<file path="src/rtl/uart_pkg.sv">
// Shared types for the parametrised UART transceiver: parity selection, FSM states
// and the frame-length helper.
package uart_pkg;

  typedef enum logic [1:0] {
    PAR_NONE = 2'd0,
    PAR_EVEN = 2'd1,
    PAR_ODD  = 2'd2
  } parity_e;

  typedef enum logic [2:0] {
    TX_IDLE,
    TX_START,
    TX_DATA,
    TX_PARITY,
    TX_STOP
  } tx_state_e;

  typedef enum logic [2:0] {
    RX_IDLE,
    RX_START,
    RX_DATA,
    RX_PARITY,
    RX_STOP
  } rx_state_e;

  // Bit periods in one transmitted frame.
  function automatic int unsigned frame_bits(input int unsigned data_width,
                                             input parity_e     parity,
                                             input int unsigned stop_bits);
    return 1 + data_width + ((parity != PAR_NONE) ? 1 : 0) + stop_bits;
  endfunction

endpackage

</file>
<file path="src/rtl/uart_xcvr_param_if.sv">
// Host-side byte stream of the UART transceiver: TX payload handshake and RX FIFO head.
interface uart_xcvr_param_if #(
  parameter int unsigned DATA_WIDTH = 8,
  parameter int unsigned FIFO_DEPTH = 16
);
  logic [DATA_WIDTH-1:0]         tx_data_i;
  logic                          tx_valid_i;
  logic                          tx_ready_o;
  logic [DATA_WIDTH-1:0]         rx_data_o;
  logic                          rx_parity_err_o;
  logic                          rx_frame_err_o;
  logic                          rx_valid_o;
  logic                          rx_ready_i;
  logic                          rx_overrun_o;
  logic [$clog2(FIFO_DEPTH):0]   rx_level_o;

  modport slave (
    input  tx_data_i, tx_valid_i, rx_ready_i,
    output tx_ready_o, rx_data_o, rx_parity_err_o, rx_frame_err_o,
           rx_valid_o, rx_overrun_o, rx_level_o
  );

  modport master (
    output tx_data_i, tx_valid_i, rx_ready_i,
    input  tx_ready_o, rx_data_o, rx_parity_err_o, rx_frame_err_o,
           rx_valid_o, rx_overrun_o, rx_level_o
  );
endinterface

</file>
<file path="src/rtl/uart_fifo_sync.sv">
// First-word fall-through FIFO for received frames; drops pushes when full unless a
// pop happens in the same cycle, and flags each drop with a one-cycle pulse.
module uart_fifo_sync #(
  parameter int unsigned WIDTH = 10,
  parameter int unsigned DEPTH = 16
) (
  input  logic                     clk_i,
  input  logic                     rst_i,
  input  logic                     push_i,
  input  logic [WIDTH-1:0]         data_i,
  input  logic                     pop_i,
  output logic [WIDTH-1:0]         data_o,
  output logic                     empty_o,
  output logic                     overrun_o,
  output logic [$clog2(DEPTH):0]   level_o
);
  localparam int unsigned AW = $clog2(DEPTH);

  logic [WIDTH-1:0] r_mem [DEPTH];
  logic [AW-1:0]    r_wr;
  logic [AW-1:0]    r_rd;
  logic [AW:0]      r_level;
  logic             r_overrun;
  logic             w_full;
  logic             w_pop;
  logic             w_push;

  assign empty_o   = (r_level == '0);
  assign w_full    = (r_level == (AW+1)'(DEPTH));
  assign w_pop     = pop_i & ~empty_o;
  assign w_push    = push_i & (~w_full | w_pop);
  assign data_o    = empty_o ? '0 : r_mem[r_rd];
  assign level_o   = r_level;
  assign overrun_o = r_overrun;

  always_ff @(posedge clk_i or posedge rst_i) begin
    if (rst_i) begin
      r_wr      <= '0;
      r_rd      <= '0;
      r_level   <= '0;
      r_overrun <= 1'b0;
      for (int unsigned i = 0; i < DEPTH; i++) r_mem[i] <= '0;
    end else begin
      r_overrun <= push_i & w_full & ~w_pop;
      if (w_push) begin
        r_mem[r_wr] <= data_i;
        r_wr        <= r_wr + 1'b1;
      end
      if (w_pop) r_rd <= r_rd + 1'b1;
      if (w_push && !w_pop)      r_level <= r_level + 1'b1;
      else if (!w_push && w_pop) r_level <= r_level - 1'b1;
    end
  end

endmodule

</file>
<file path="src/rtl/uart_xcvr_param.sv">
// Parametrised full-duplex UART: TX and RX FSMs, rxd synchroniser, internal loopback
// mux and an RX frame FIFO carrying parity/framing flags.
module uart_xcvr_param import uart_pkg::*; #(
  parameter int unsigned DATA_WIDTH  = 8,
  parameter int unsigned PARITY      = 0,
  parameter int unsigned STOP_BITS   = 1,
  parameter int unsigned FIFO_DEPTH  = 16,
  parameter int unsigned SYNC_STAGES = 2
) (
  input  logic                clk_i,
  input  logic                rst_i,
  input  logic [15:0]         prescale_i,
  input  logic                loopback_i,
  input  logic                rxd_i,
  output logic                txd_o,
  uart_xcvr_param_if.slave    bus
);
  localparam parity_e PAR     = parity_e'(2'(PARITY));
  localparam bit      HAS_PAR = (PAR != PAR_NONE);
  localparam logic [3:0] LAST_BIT = 4'(DATA_WIDTH - 1);

  logic [15:0] w_pre;
  assign w_pre = (prescale_i < 16'd2) ? 16'd2 : prescale_i;

  tx_state_e             r_tx_state;
  logic [17:0]           r_tx_cnt;
  logic [15:0]           r_tx_pre;
  logic [DATA_WIDTH-1:0] r_tx_shift;
  logic [3:0]            r_tx_bit;
  logic                  r_tx_line;
  logic                  r_tx_ready;
  logic                  r_tx_par;
  logic [17:0]           w_tx_reload;

  assign w_tx_reload    = {2'b00, r_tx_pre} - 18'd1;
  assign bus.tx_ready_o = r_tx_ready;

  always_ff @(posedge clk_i or posedge rst_i) begin
    if (rst_i) begin
      r_tx_state <= TX_IDLE;
      r_tx_cnt   <= '0;
      r_tx_pre   <= '0;
      r_tx_shift <= '0;
      r_tx_bit   <= '0;
      r_tx_line  <= 1'b1;
      r_tx_ready <= 1'b0;
      r_tx_par   <= 1'b0;
    end else begin
      case (r_tx_state)
        TX_IDLE: begin
          r_tx_line  <= 1'b1;
          r_tx_ready <= 1'b1;
          if (bus.tx_valid_i && r_tx_ready) begin
            r_tx_state <= TX_START;
            r_tx_ready <= 1'b0;
            r_tx_line  <= 1'b0;
            r_tx_pre   <= w_pre;
            r_tx_cnt   <= {2'b00, w_pre} - 18'd1;
            r_tx_shift <= bus.tx_data_i;
            r_tx_bit   <= '0;
            r_tx_par   <= (PAR == PAR_ODD) ? ~^bus.tx_data_i : ^bus.tx_data_i;
          end
        end
        TX_START: begin
          if (r_tx_cnt == '0) begin
            r_tx_state <= TX_DATA;
            r_tx_line  <= r_tx_shift[0];
            r_tx_cnt   <= w_tx_reload;
          end else r_tx_cnt <= r_tx_cnt - 18'd1;
        end
        TX_DATA: begin
          if (r_tx_cnt == '0) begin
            r_tx_cnt <= w_tx_reload;
            if (r_tx_bit == LAST_BIT) begin
              if (HAS_PAR) begin
                r_tx_state <= TX_PARITY;
                r_tx_line  <= r_tx_par;
              end else begin
                r_tx_state <= TX_STOP;
                r_tx_line  <= 1'b1;
                r_tx_cnt   <= (STOP_BITS == 2) ? {1'b0, r_tx_pre, 1'b0} - 18'd1 : w_tx_reload;
              end
            end else begin
              r_tx_bit   <= r_tx_bit + 4'd1;
              r_tx_shift <= r_tx_shift >> 1;
              r_tx_line  <= r_tx_shift[1];
            end
          end else r_tx_cnt <= r_tx_cnt - 18'd1;
        end
        TX_PARITY: begin
          if (r_tx_cnt == '0) begin
            r_tx_state <= TX_STOP;
            r_tx_line  <= 1'b1;
            r_tx_cnt   <= (STOP_BITS == 2) ? {1'b0, r_tx_pre, 1'b0} - 18'd1 : w_tx_reload;
          end else r_tx_cnt <= r_tx_cnt - 18'd1;
        end
        TX_STOP: begin
          // Ready is raised on the exit edge so the first IDLE cycle already accepts.
          if (r_tx_cnt == '0) begin
            r_tx_state <= TX_IDLE;
            r_tx_ready <= 1'b1;
          end else r_tx_cnt <= r_tx_cnt - 18'd1;
        end
        default: r_tx_state <= TX_IDLE;
      endcase
    end
  end

  rx_state_e             r_rx_state;
  logic [15:0]           r_rx_cnt;
  logic [15:0]           r_rx_pre;
  logic [DATA_WIDTH-1:0] r_rx_shift;
  logic [3:0]            r_rx_bit;
  logic                  r_rx_par;
  logic                  r_rx_prev;
  logic                  r_loop_q;
  logic [SYNC_STAGES-1:0] r_sync;
  logic                  w_rx_line;
  logic                  w_push;
  logic                  w_perr;
  logic [DATA_WIDTH+1:0] w_push_data;
  logic [DATA_WIDTH+1:0] w_head;
  logic                  w_empty;

  assign w_rx_line = r_loop_q ? r_tx_line : r_sync[SYNC_STAGES-1];
  assign txd_o     = r_loop_q | r_tx_line;

  always_comb begin
    w_push      = (r_rx_state == RX_STOP) && (r_rx_cnt == '0);
    w_perr      = HAS_PAR && (r_rx_par != ((PAR == PAR_ODD) ? ~^r_rx_shift : ^r_rx_shift));
    w_push_data = {w_perr, ~w_rx_line, r_rx_shift};
  end

  always_ff @(posedge clk_i or posedge rst_i) begin
    if (rst_i) begin
      r_sync   <= '1;
      r_loop_q <= 1'b0;
    end else begin
      r_sync <= {r_sync[SYNC_STAGES-2:0], rxd_i};
      if (r_tx_state == TX_IDLE && r_rx_state == RX_IDLE) r_loop_q <= loopback_i;
    end
  end

  always_ff @(posedge clk_i or posedge rst_i) begin
    if (rst_i) begin
      r_rx_state <= RX_IDLE;
      r_rx_cnt   <= '0;
      r_rx_pre   <= '0;
      r_rx_shift <= '0;
      r_rx_bit   <= '0;
      r_rx_par   <= 1'b0;
      r_rx_prev  <= 1'b1;
    end else begin
      r_rx_prev <= w_rx_line;
      case (r_rx_state)
        RX_IDLE: begin
          if (r_rx_prev && !w_rx_line) begin
            r_rx_state <= RX_START;
            r_rx_pre   <= w_pre;
            r_rx_cnt   <= (w_pre >> 1) - 16'd1;
          end
        end
        RX_START: begin
          if (r_rx_cnt == '0) begin
            r_rx_state <= w_rx_line ? RX_IDLE : RX_DATA;
            r_rx_cnt   <= r_rx_pre - 16'd1;
            r_rx_bit   <= '0;
          end else r_rx_cnt <= r_rx_cnt - 16'd1;
        end
        RX_DATA: begin
          if (r_rx_cnt == '0) begin
            r_rx_shift <= {w_rx_line, r_rx_shift[DATA_WIDTH-1:1]};
            r_rx_cnt   <= r_rx_pre - 16'd1;
            if (r_rx_bit == LAST_BIT) r_rx_state <= HAS_PAR ? RX_PARITY : RX_STOP;
            else                      r_rx_bit   <= r_rx_bit + 4'd1;
          end else r_rx_cnt <= r_rx_cnt - 16'd1;
        end
        RX_PARITY: begin
          if (r_rx_cnt == '0) begin
            r_rx_par   <= w_rx_line;
            r_rx_state <= RX_STOP;
            r_rx_cnt   <= r_rx_pre - 16'd1;
          end else r_rx_cnt <= r_rx_cnt - 16'd1;
        end
        RX_STOP: begin
          if (r_rx_cnt == '0) r_rx_state <= RX_IDLE;
          else                r_rx_cnt   <= r_rx_cnt - 16'd1;
        end
        default: r_rx_state <= RX_IDLE;
      endcase
    end
  end

  uart_fifo_sync #(
    .WIDTH (DATA_WIDTH + 2),
    .DEPTH (FIFO_DEPTH)
  ) u_fifo (
    .clk_i     (clk_i),
    .rst_i     (rst_i),
    .push_i    (w_push),
    .data_i    (w_push_data),
    .pop_i     (bus.rx_ready_i),
    .data_o    (w_head),
    .empty_o   (w_empty),
    .overrun_o (bus.rx_overrun_o),
    .level_o   (bus.rx_level_o)
  );

  assign bus.rx_valid_o      = ~w_empty;
  assign bus.rx_parity_err_o = w_head[DATA_WIDTH+1];
  assign bus.rx_frame_err_o  = w_head[DATA_WIDTH];
  assign bus.rx_data_o       = w_head[DATA_WIDTH-1:0];

endmodule

</file>
<file path="src/flat_wrapper.sv">
// flat-port wrapper written by rule: the top's interface ports become plain ports
module uart_xcvr_param_flat import uart_pkg::*;
#(
  parameter int unsigned DATA_WIDTH  = 8,
  parameter int unsigned PARITY      = 0,
  parameter int unsigned STOP_BITS   = 1,
  parameter int unsigned FIFO_DEPTH  = 16,
  parameter int unsigned SYNC_STAGES = 2
)
  (clk_i, rst_i, prescale_i, loopback_i, rxd_i, txd_o, bus_tx_data_i, bus_tx_valid_i, bus_rx_ready_i, bus_tx_ready_o, bus_rx_data_o, bus_rx_parity_err_o, bus_rx_frame_err_o, bus_rx_valid_o, bus_rx_overrun_o, bus_rx_level_o);
  uart_xcvr_param_if #(.DATA_WIDTH(DATA_WIDTH), .FIFO_DEPTH(FIFO_DEPTH)) bus_i ();
  input  logic clk_i;
  input  logic rst_i;
  input  logic [15:0] prescale_i;
  input  logic loopback_i;
  input  logic rxd_i;
  output logic txd_o;
  input wire logic [$bits(bus_i.tx_data_i)-1:0] bus_tx_data_i;
  input wire logic [$bits(bus_i.tx_valid_i)-1:0] bus_tx_valid_i;
  input wire logic [$bits(bus_i.rx_ready_i)-1:0] bus_rx_ready_i;
  output wire logic [$bits(bus_i.tx_ready_o)-1:0] bus_tx_ready_o;
  output wire logic [$bits(bus_i.rx_data_o)-1:0] bus_rx_data_o;
  output wire logic [$bits(bus_i.rx_parity_err_o)-1:0] bus_rx_parity_err_o;
  output wire logic [$bits(bus_i.rx_frame_err_o)-1:0] bus_rx_frame_err_o;
  output wire logic [$bits(bus_i.rx_valid_o)-1:0] bus_rx_valid_o;
  output wire logic [$bits(bus_i.rx_overrun_o)-1:0] bus_rx_overrun_o;
  output wire logic [$bits(bus_i.rx_level_o)-1:0] bus_rx_level_o;
  assign bus_i.tx_data_i = bus_tx_data_i;
  assign bus_i.tx_valid_i = bus_tx_valid_i;
  assign bus_i.rx_ready_i = bus_rx_ready_i;
  assign bus_tx_ready_o = bus_i.tx_ready_o;
  assign bus_rx_data_o = bus_i.rx_data_o;
  assign bus_rx_parity_err_o = bus_i.rx_parity_err_o;
  assign bus_rx_frame_err_o = bus_i.rx_frame_err_o;
  assign bus_rx_valid_o = bus_i.rx_valid_o;
  assign bus_rx_overrun_o = bus_i.rx_overrun_o;
  assign bus_rx_level_o = bus_i.rx_level_o;
  uart_xcvr_param #(.DATA_WIDTH(DATA_WIDTH), .PARITY(PARITY), .STOP_BITS(STOP_BITS), .FIFO_DEPTH(FIFO_DEPTH), .SYNC_STAGES(SYNC_STAGES)) u_core (.clk_i(clk_i), .rst_i(rst_i), .prescale_i(prescale_i), .loopback_i(loopback_i), .rxd_i(rxd_i), .txd_o(txd_o), .bus(bus_i));
endmodule
</file>
<file path="config.mk">
export PLATFORM = sky130hd
export DESIGN_NAME = uart_xcvr_param_flat
export DESIGN_NICKNAME = d
export VERILOG_FILES = /design/src/rtl/uart_pkg.sv /design/src/rtl/uart_xcvr_param_if.sv /design/src/rtl/uart_fifo_sync.sv /design/src/rtl/uart_xcvr_param.sv /design/src/flat_wrapper.sv
export SDC_FILE = /design/constraint.sdc
export NUM_CORES = 1
export LEC_CHECK = 0
export BUFFER_PORTS_ARGS = -buffer_cell sky130_fd_sc_hd__buf_2
export CAP_MARGIN = 0
export CORE_MARGIN = 2
export CORE_UTILIZATION = 68
export CTS_BUF_LIST = sky130_fd_sc_hd__clkbuf_8 sky130_fd_sc_hd__clkbuf_16
export CTS_CLUSTER_DIAMETER = 200
export DETAILED_ROUTE_END_ITERATION = 10
export GPL_ROUTABILITY_DRIVEN = 0
export MAX_ROUTING_LAYER = met4
export PLACE_DENSITY = 0.86
export SYNTH_ARGS = -nofsm -noshare
export SYNTH_HDL_FRONTEND = slang
export SYNTH_SLANG_ARGS = --single-unit
</file>
<file path="constraint.sdc">
create_clock -name clk_i -period 16.6 [get_ports clk_i]
set_clock_uncertainty 0.05 [all_clocks]
set_input_delay 2.49 -clock clk_i [delete_from_list [all_inputs] [get_ports clk_i]]
set_output_delay 2.49 -clock clk_i [all_outputs]
set_load 0.01 [all_outputs]
</file>
======== After elaboration in Yosys (flattened, before gate mapping) ========
Index checks and enable logic that the tools add are counted.
W data, S select, Z words.
word-level totals
  output and inout bits ................... 19
  bits in registers ....................... 276
  word-level logic and storage cells ...... 178
cells by class
  reductions and logical operators ........ 35
  bitwise operators ....................... 12
  order comparisons ....................... 4
  mux-type cells .......................... 53
  add/subtract/negate cells ............... 12
  equal/unequal tests ..................... 27
operators by type and width
  operator                 count
  $bwmux W160              1
  $mux W16                 4
  $mux W18                 3
  $pmux W18 S3             1
  $pmux W16 S3             1
  $bmux W10 S4             1
  $demux W10 S4            1
  $mux W10                 4
  $mux W3                  12
  $sub A16 B1 Y17 const B  2
  $sub A16 B1 Y16 const B  2
  $pmux W3 S5              2
  $mux W4                  6
  $mux W8                  3
  $ne A2 B1 Y1 const B     10
  $logic_not A18 Y1        1
  $sub A18 B1 Y18 const B  1
  $add A4 B1 Y4 const B    4
  $logic_not A16 Y1        1
  $lt A16 B2 Y1 const B    1
  $pmux W4 S2              2
  $pmux W8 S2              1
  $sub A15 B1 Y16 const B  1
  $eq A3 B2 Y1 const B     4
  30 further kinds         74

======== Longest topological paths before layout ========
Gate-level depths: netlist of the first run.
  depth in word-level cells ............... 9
  depth in mapped cells ................... 14
  gate-level depth less buffers ........... 13

======== By module ========
Synthesis of the first run repeated with hierarchy kept, for this count alone.
second synthesis, totals
  cells, all modules ...................... 1,336
  area, all modules ....................... 15,094.5 um^2
modules (own cells, without submodules)
  module           cells an instance  area an instance (um^2)  instances
  uart_fifo_sync   532                8,323.0                  1
  uart_xcvr_param  804                6,771.5                  1

======== Least setup slack after synthesis of the first run ========
Ideal clock, no wire load.
  path type ............................... input-to-reg
  start point ............................. in prescale_i[4]
  end point ............................... reg u_core.r_tx_cnt[13]
  required time ........................... 16.429 ns
  cell stages on the path ................. 13
  data arrival time ....................... 5.332 ns
  slack ................................... 11.097 ns
  buffers on the path ..................... 3
  cells stage by stage .................... clkbuf_1 > nor4_1 > and3_1 > clkbuf_1 > a21oi_1 > ha_1 > or4b_1 > clkbuf_1 > nor4_1 > a32oi_1 > xor2_1 > o221ai_1 > a22o_1
on the way
  word-level cells in the longest chain between the ends .. 5
ends and longest elaborated chain
  element               RTL line               text
  from (decl)           flat_wrapper.sv:14     input logic [15:0] prescale_i;
  $lt A16 B2 Y1         uart_xcvr_param.sv:23  assign w_pre = (prescale_i < 16'd2) ? 16'd2 : prescale_i;
  $mux W16 *            uart_xcvr_param.sv:23
  $sub A16 B1 Y17 *     uart_xcvr_param.sv:58  r_tx_cnt <= {2'b00, w_pre} - 18'd1;
  $mux W18 *            uart_xcvr_param.sv:53  if (bus.tx_valid_i && r_tx_ready) begin
  $pmux W18 S3 *        uart_xcvr_param.sv:49  case (r_tx_state)
  to (signal assigned)  uart_xcvr_param.sv:58
  to (signal assigned)  uart_xcvr_param.sv:68  r_tx_cnt <= w_tx_reload;
  to (signal assigned)  uart_xcvr_param.sv:69  end else r_tx_cnt <= r_tx_cnt - 18'd1;
  to (decl)             uart_xcvr_param.sv:26  logic [17:0] r_tx_cnt;
Every way passes the cells marked *; elsewhere a longest branch is shown, timed or not. The select of a mux whose other input is x is not followed.
A chain may end at the register's enable or synchronous reset.

======== Worst setup path in the final report of the first run ========
  start point ............................. reg u_core.u_fifo.r_rd[0]
  end point ............................... out bus_rx_data_o[5]
on the way
  word-level cells in the longest chain between the ends .. 5
ends and longest elaborated chain
  element                                       RTL line              text
  from (decl)                                   uart_fifo_sync.sv:21  logic [AW-1:0] r_rd;
  from (signal assigned)                        uart_fifo_sync.sv:49  if (w_pop) r_rd <= r_rd + 1'b1;
  $not A4 Y5 (implied by the code)              uart_fifo_sync.sv:32  assign data_o = empty_o ? '0 : r_mem[r_rd];
  $bmux W10 S4                                  uart_fifo_sync.sv:32
  $mux W10 (implied by the code) (2 in series)  uart_fifo_sync.sv:32
  $mux W10                                      uart_fifo_sync.sv:32
  to (decl)                                     flat_wrapper.sv:22    output wire logic [$bits(bus_i.rx_data_o)-1:0] bus_rx_data_o;
Every way passes these cells. The select of a mux whose other input is x is not followed.

==> flow_metrics.env, run 1 <==
export IMPL_yosys_area_share_adder=0.0180
export IMPL_cts_buffers=27
export IMPL_start_kind="flop"
export IMPL_synthTopCellsByArea="dfrtp_1, mux2_2, mux4_2, nand2_1, o21ai_0"
export IMPL_track_usage=0.333
export IMPL_syn2layout_area_growth_pct=8.54
export IMPL_clockRootBuffer="clkbuf_16"
export IMPL_placed_cell_area_um2=14600
export IMPL_tritoncts="built"
export IMPL_status="finished, final reports clean"
export IMPL_layout_setup_ws_ns=11.10
export IMPL_io_buffers=47
export IMPL_synth_area_um2=14300
export IMPL_finalSetupViolCount=0
export IMPL_synth_simple_area_share=0.152
export IMPL_ys_seq_area_frac=0.456
export IMPL_final_design_area_no_fill_um2=15500
export IMPL_synth_compound_area_frac=0.0999
export IMPL_p_per_area_nw_per_um2=142
export IMPL_clock_sinks=260
export IMPL_totalPowerFinal_mw=2.21
export IMPL_grt_ovfl_total=0
export IMPL_nets=1353
export IMPL_holdCritPathClass="flop to flop"
export IMPL_synth_xor_area_frac=0.0423
export IMPL_endpoint="bus_rx_data_o[5]"
export IMPL_tightest_slew_ns=1.02
export IMPL_rsz0062_at_grt="false"
export IMPL_yosysWarnings=0
export IMPL_path_clk_slew_ns=0.06
export IMPL_rrSetupSlack_ns=12.24
export IMPL_syn_nets=1351
export IMPL_nFillCells=1315
export IMPL_post_synth_cell_area_avg_um2=11.0
export IMPL_synth_most_common_cell="dfrtp_1"
export IMPL_fmax_ghz=0.182
export IMPL_ys_flop_type="dfrtp_1"
export IMPL_place_ws_ns=10.80
export IMPL_cp_required_ns=14.06
export IMPL_start_util=0.686
export IMPL_synth_edff_count=0
export IMPL_grt_pass1_wl_um=56900
export IMPL_muxShareOfSynthArea=0.199
export IMPL_synth_commonest_cells="dfrtp_1, mux2_2, nand2_1"
export IMPL_die_w_um=149
export IMPL_hold_violations=0
export IMPL_relSlewSlack=0.317
export IMPL_cts_repair_resized=0
export IMPL_cts_hold_buf=0
export IMPL_r2r_cells=14
export IMPL_grt_pass1_vias=10536
export IMPL_synth_cells=1301
export IMPL_vias=10729
export IMPL_route_detailed_drc=0
export IMPL_drive_gt1_frac=0.265
export IMPL_path_max_fanout=39
export IMPL_io_pins=49
export IMPL_clk_latency_ns=0.55
export IMPL_r2r_start="u_core.r_rx_cnt[0]$_DFFE_PP0P_"
export IMPL_drt_wl_total_um=35200
export IMPL_die_area_um2=22200
export IMPL_yosysUniqueCellTypes=84
export IMPL_h_tree_depth=1
export IMPL_synth_top_family_by_area="multiplexers"
export IMPL_cts_buffer_depth=3
export IMPL_core_um2=20800
export IMPL_r2r_end="u_core.u_fifo.level_o[4]$_DFFE_PP0P_"
export IMPL_post_route_period_util=0.331
export IMPL_viasPerCell=6.71
export IMPL_synth_top_cell_area_share=0.448
export IMPL_synth_area_leader_cell="dfrtp_1"
export IMPL_ir_worst_vdd_v=0.000126
export IMPL_wl_per_cell_um=22.0
export IMPL_ant_nets=0
export IMPL_period_needed_ns=5.50
export IMPL_first_pass_iters=6
export IMPL_dr_first_iter_drc_count=1170
export IMPL_crit_arrival_ns=2.96
export IMPL_endpoint_kind="output port"
export IMPL_critical_path_class="flop to output port"
export IMPL_max_cap_violations=0
export IMPL_post_cts_setup_buffer_count=0
export IMPL_hpwl_um=23000
export IMPL_antenna_found_initial=2
export IMPL_crit_path_start="u_core.u_fifo.r_rd[0]$_DFFE_PP0N_"
export IMPL_grt_max_degree=138
export IMPL_num_rows=53
export IMPL_die_h_um=149
export IMPL_fin_util=0.745
export IMPL_synth_async_reset_ratio=1.00
export IMPL_drv_slew=0
export IMPL_leakagePower_nw=6.94
export IMPL_tns_ns=0
export IMPL_synth_ff_latch_count=260
[flip-flops by register name (all words and copies together), names as in the netlist, 5 cells and up]
register / cells
u_core.r_rx_shift: 8
u_core.r_tx_pre: 16
u_core.u_fifo.r_mem: 144
u_core.r_tx_cnt: 18
u_core.r_tx_shift: 8
u_core.r_rx_cnt: 16
u_core.r_rx_pre: 16
u_core.u_fifo.level_o: 5
[where the power goes]
part	leakage [nW]	internal [mW]	switching (mW)	total, mW
Clock	0.470	0.366	0.259	0.625
Combinational	3.02	0.293	0.391	0.684
Sequential	3.46	0.742	0.156	0.899
[routing by layer]
metal | vias up | GRT usage | share of wire | routed length, um
met4 | 0 | 0.103 | 0.033 | 1160
li1 | 4760 | - | - | -
met3 | 108 | 0.0489 | 0.065 | 2270
met2 | 493 | 0.549 | 0.50 | 17700
met1 | 5368 | 0.434 | 0.40 | 14100
met5 | - | - | 0 | 0
[critical path: stages (launching register included)]
cell     delay, ns
dfrtp_2       0.34
buf_4         0.57
mux4_2        0.64
mux4_2        0.50
nor2b_1       0.15
buf_2         0.17
[through the flow]
| stage | hold slack, ns | instances |
|---|---|---|
| 2_1_floorplan | 0.295 | 1301 |
| 3_3_place_gp | 0.296 | 1549 |
| 3_5_place_dp | 0.299 | 1549 |
| 4_1_cts | 0.308 | 1597 |
| 5_1_grt | 0.312 | 1599 |
| 6_report | 0.308 | 1599 |
[area by class of cell]
class / count / area, um^2 / share of cell area
Antenna cell: 2 / 5.00 / 0.000323
Clock buffer: 32 / 744 / 0.0480
Clock inverter: 16 / 168 / 0.0108
Inverter: 26 / 105 / 0.00678
Multi-Input combinational cell: 932 / 7320 / 0.472
Sequential cell: 260 / 6510 / 0.420
Tap cell: 275 / 344 / 0.0222
Timing Repair Buffer: 56 / 303 / 0.0195
[worst min-delay path by stage]
stage / cells past startpoint / slack [ns] / from / end
final: 0 / 0.31 / u_core.r_sync[0]$_DFF_PP1_ / u_core.r_sync[1]$_DFF_PP1_
after global routing: 0 / 0.31 / u_core.r_sync[0]$_DFF_PP1_ / u_core.r_sync[1]$_DFF_PP1_
after global placement: 0 / 0.30 / u_core.r_sync[0]$_DFF_PP1_ / u_core.r_sync[1]$_DFF_PP1_
after CTS: 0 / 0.31 / u_core.r_sync[0]$_DFF_PP1_ / u_core.r_sync[1]$_DFF_PP1_
after detailed placement: 0 / 0.30 / u_core.r_sync[0]$_DFF_PP1_ / u_core.r_sync[1]$_DFF_PP1_
after floorplan: 0 / 0.30 / u_core.r_sync[0]$_DFF_PP1_ / u_core.r_sync[1]$_DFF_PP1_
[cells by family (layout without fill, tap and decap cells)]
family / count (synthesis) / in the layout
and+or+nand+nor: 405 / 405
DFF: 260 / 260
AOI/OAI and AO/OA: 228 / 228
muxes: 209 / 209
buffers and inverters: 109 / 130
xor gates and xnor gates: 69 / 69
adders and majority gates: 20 / 20
other: 1 / 3
[placed cells by master, fill, tap and decap left out, drive strengths merged, types with 14 or more instances in the layout]
cell,count
buf,56
clkbuf,32
or4,14
nor3,42
ha,19
nor2,64
dfrtp,256
o21ai,95
mux4,45
xnor2,42
mux2,152
inv,31
xor2,27
nand3,30
nand2,144
or3,16
nor4,19
a21oi,35
a31oi,15
Note: power is estimated with default switching activity, not from simulation.
==> inputs of run 2 (changes only) <==
--- a/config.mk
+++ b/config.mk
@@ -8,13 +8,13 @@
 export BUFFER_PORTS_ARGS = -buffer_cell sky130_fd_sc_hd__buf_2
 export CAP_MARGIN = 0
 export CORE_MARGIN = 2
-export CORE_UTILIZATION = 68
+export CORE_UTILIZATION = 63
 export CTS_BUF_LIST = sky130_fd_sc_hd__clkbuf_8 sky130_fd_sc_hd__clkbuf_16
 export CTS_CLUSTER_DIAMETER = 200
 export DETAILED_ROUTE_END_ITERATION = 10
 export GPL_ROUTABILITY_DRIVEN = 0
 export MAX_ROUTING_LAYER = met4
-export PLACE_DENSITY = 0.86
+export PLACE_DENSITY = 0.81
 export SYNTH_ARGS = -nofsm -noshare
 export SYNTH_HDL_FRONTEND = slang
 export SYNTH_SLANG_ARGS = --single-unit
==> constraint.sdc (replaced) <==
create_clock -name clk_i -period 5.3 [get_ports clk_i]
set_clock_uncertainty 0.05 [all_clocks]
set_input_delay 0.795 -clock clk_i [delete_from_list [all_inputs] [get_ports clk_i]]
set_output_delay 0.795 -clock clk_i [all_outputs]
set_load 0.01 [all_outputs]
==> flow_metrics.env, run 2 (synthesized netlist as in run 1, its figures left out) <==
export IMPL_endpoint="bus_rx_data_o[1]"
export IMPL_die_w_um=155
export IMPL_r2r_start="u_core.r_rx_cnt[0]$_DFFE_PP0P_"
export IMPL_endpoint_kind="output port"
export IMPL_layout_setup_ws_ns=1.26
export IMPL_ant_nets=0
export IMPL_dr_first_iter_drc_count=792
export IMPL_start_util=0.637
export IMPL_grt_pass1_wl_um=56500
export IMPL_core_um2=22400
export IMPL_track_usage=0.305
export IMPL_mostFrequentLayoutCell="dfrtp_1"
export IMPL_holdCritPathClass="input pin to asynchronous set/reset pin"
export IMPL_p_per_area_nw_per_um2=453
export IMPL_grt_ovfl_total=0
export IMPL_post_route_period_util=0.762
export IMPL_fmax_ghz=0.248
export IMPL_nFillCells=1575
export IMPL_post_cts_setup_buffer_count=0
export IMPL_status="finished, final reports clean"
export IMPL_route_detailed_drc=0
export IMPL_crit_arrival_ns=3.19
export IMPL_grt_max_degree=127
export IMPL_top_regs="u_core.u_fifo.r_mem: 144 flops, u_core.r_tx_cnt: 18 flops"
export IMPL_nets=1354
export IMPL_final_cell_mix="dfrtp_1, mux2_2, nand2_1, o21ai_0, nor2_1"
export IMPL_drive_gt1_frac=0.266
export IMPL_cts_buffer_depth=3
export IMPL_cts_repair_resized=0
export IMPL_max_cap_violations=0
export IMPL_first_pass_iters=5
export IMPL_h_tree_depth=1
export IMPL_io_buffers=47
export IMPL_syn2layout_area_growth_pct=9.52
export IMPL_drv_slew=0
export IMPL_finalSetupViolCount=0
export IMPL_largest_reg_flops=144
export IMPL_place_ws_ns=1.24
export IMPL_tns_ns=0
export IMPL_rsz0062_at_grt="false"
export IMPL_crit_path_start="u_core.u_fifo.r_rd[0]$_DFFE_PP0N_"
export IMPL_num_rows=55
export IMPL_period_needed_ns=4.04
export IMPL_critical_path_class="flop to output port"
export IMPL_relSlewSlack=0.344
export IMPL_r2r_cells=15
export IMPL_die_area_um2=23900
export IMPL_hold_violations=0
export IMPL_cts_buffers=27
export IMPL_start_kind="flop"
export IMPL_clock_sinks=260
export IMPL_ir_worst_vdd_v=0.000443
export IMPL_grt_pass1_vias=10583
export IMPL_path_clk_slew_ns=0.06
export IMPL_clockRootBuffer="clkbuf_16"
export IMPL_r2r_end="u_core.u_fifo.level_o[4]$_DFFE_PP0P_"
export IMPL_die_h_um=155
export IMPL_viasPerCell=6.60
export IMPL_io_pins=49
export IMPL_leakagePower_nw=7.00
export IMPL_tightest_slew_ns=0.979
export IMPL_cts_hold_buf=0
export IMPL_vias=10632
export IMPL_drt_wl_total_um=34500
export IMPL_clk_latency_ns=0.55
export IMPL_regMostFlops="u_core.u_fifo.r_mem"
export IMPL_rrSetupSlack_ns=1.55
export IMPL_cp_required_ns=4.45
export IMPL_wl_per_cell_um=21.4
export IMPL_path_max_fanout=23
export IMPL_fin_util=0.697
export IMPL_hpwl_um=23300
export IMPL_antenna_found_initial=1
export IMPL_tritoncts="built"
-- run 2: stage by stage --
step / power (mW) / instance area, um^2 / hold slack [ns] / instances
after CTS: 7.09 / 15600 / 0.280 / 1610
final: 7.09 / 15600 / 0.266 / 1611
after detailed placement: 4.95 / 14600 / 0.298 / 1560
after global placement: 4.87 / 14600 / 0.298 / 1560
after floorplan: 4.38 / 14300 / 0.295 / 1301
after global routing: 7.47 / 15600 / 0.295 / 1611
-- run 2: cell type report --
| class | instances | area [um^2] | share of cell area |
|---|---|---|---|
| antenna | 1 | 2.50 | 0.000160 |
| tap | 285 | 357 | 0.0228 |
| clock inverter | 16 | 241 | 0.0154 |
| sequential | 260 | 6510 | 0.416 |
| inverter | 26 | 101 | 0.00648 |
| multi-input combinational | 932 | 7320 | 0.468 |
| timing repair buffer | 57 | 335 | 0.0214 |
| clock buffer | 34 | 772 | 0.0493 |
-- run 2: metal layers --
layer | routed length, um | GRT usage
met1 | 14300 | 0.394
met2 | 17200 | 0.503
met3 | 1850 | 0.0423
met4 | 1080 | 0.102
met5 | 0 | -
-- run 2: worst min path at each step --
stage                                          start                          endpoint  slack, ns  cells past startpoint
after global routing                           rxd_i        u_core.r_sync[0]$_DFF_PP1_       0.30                      1
after detailed placement  u_core.r_sync[0]$_DFF_PP1_        u_core.r_sync[1]$_DFF_PP1_       0.30                      0
final                                          rst_i  u_core.r_tx_shift[4]$_DFFE_PP0P_       0.27                      2
after global placement    u_core.r_sync[0]$_DFF_PP1_        u_core.r_sync[1]$_DFF_PP1_       0.30                      0
after CTS                                      rst_i  u_core.r_tx_shift[5]$_DFFE_PP0P_       0.28                      2
after floorplan           u_core.r_sync[0]$_DFF_PP1_        u_core.r_sync[1]$_DFF_PP1_       0.30                      0
-- run 2: worst max-delay path: stages, from the launching register on --
cell and delay, ns:
dfrtp_2 0.71, buf_4 0.50, mux4_2 0.62, mux4_2 0.49, nor2b_1 0.14, buf_2 0.17
-- run 2: power by group --
group	switching (mW)	internal [mW]	leakage (nW)
Combinational	1.16	0.921	3.02
Sequential	0.554	2.32	3.46
Clock	0.807	1.32	0.516
Total	2.52	4.57	7.00
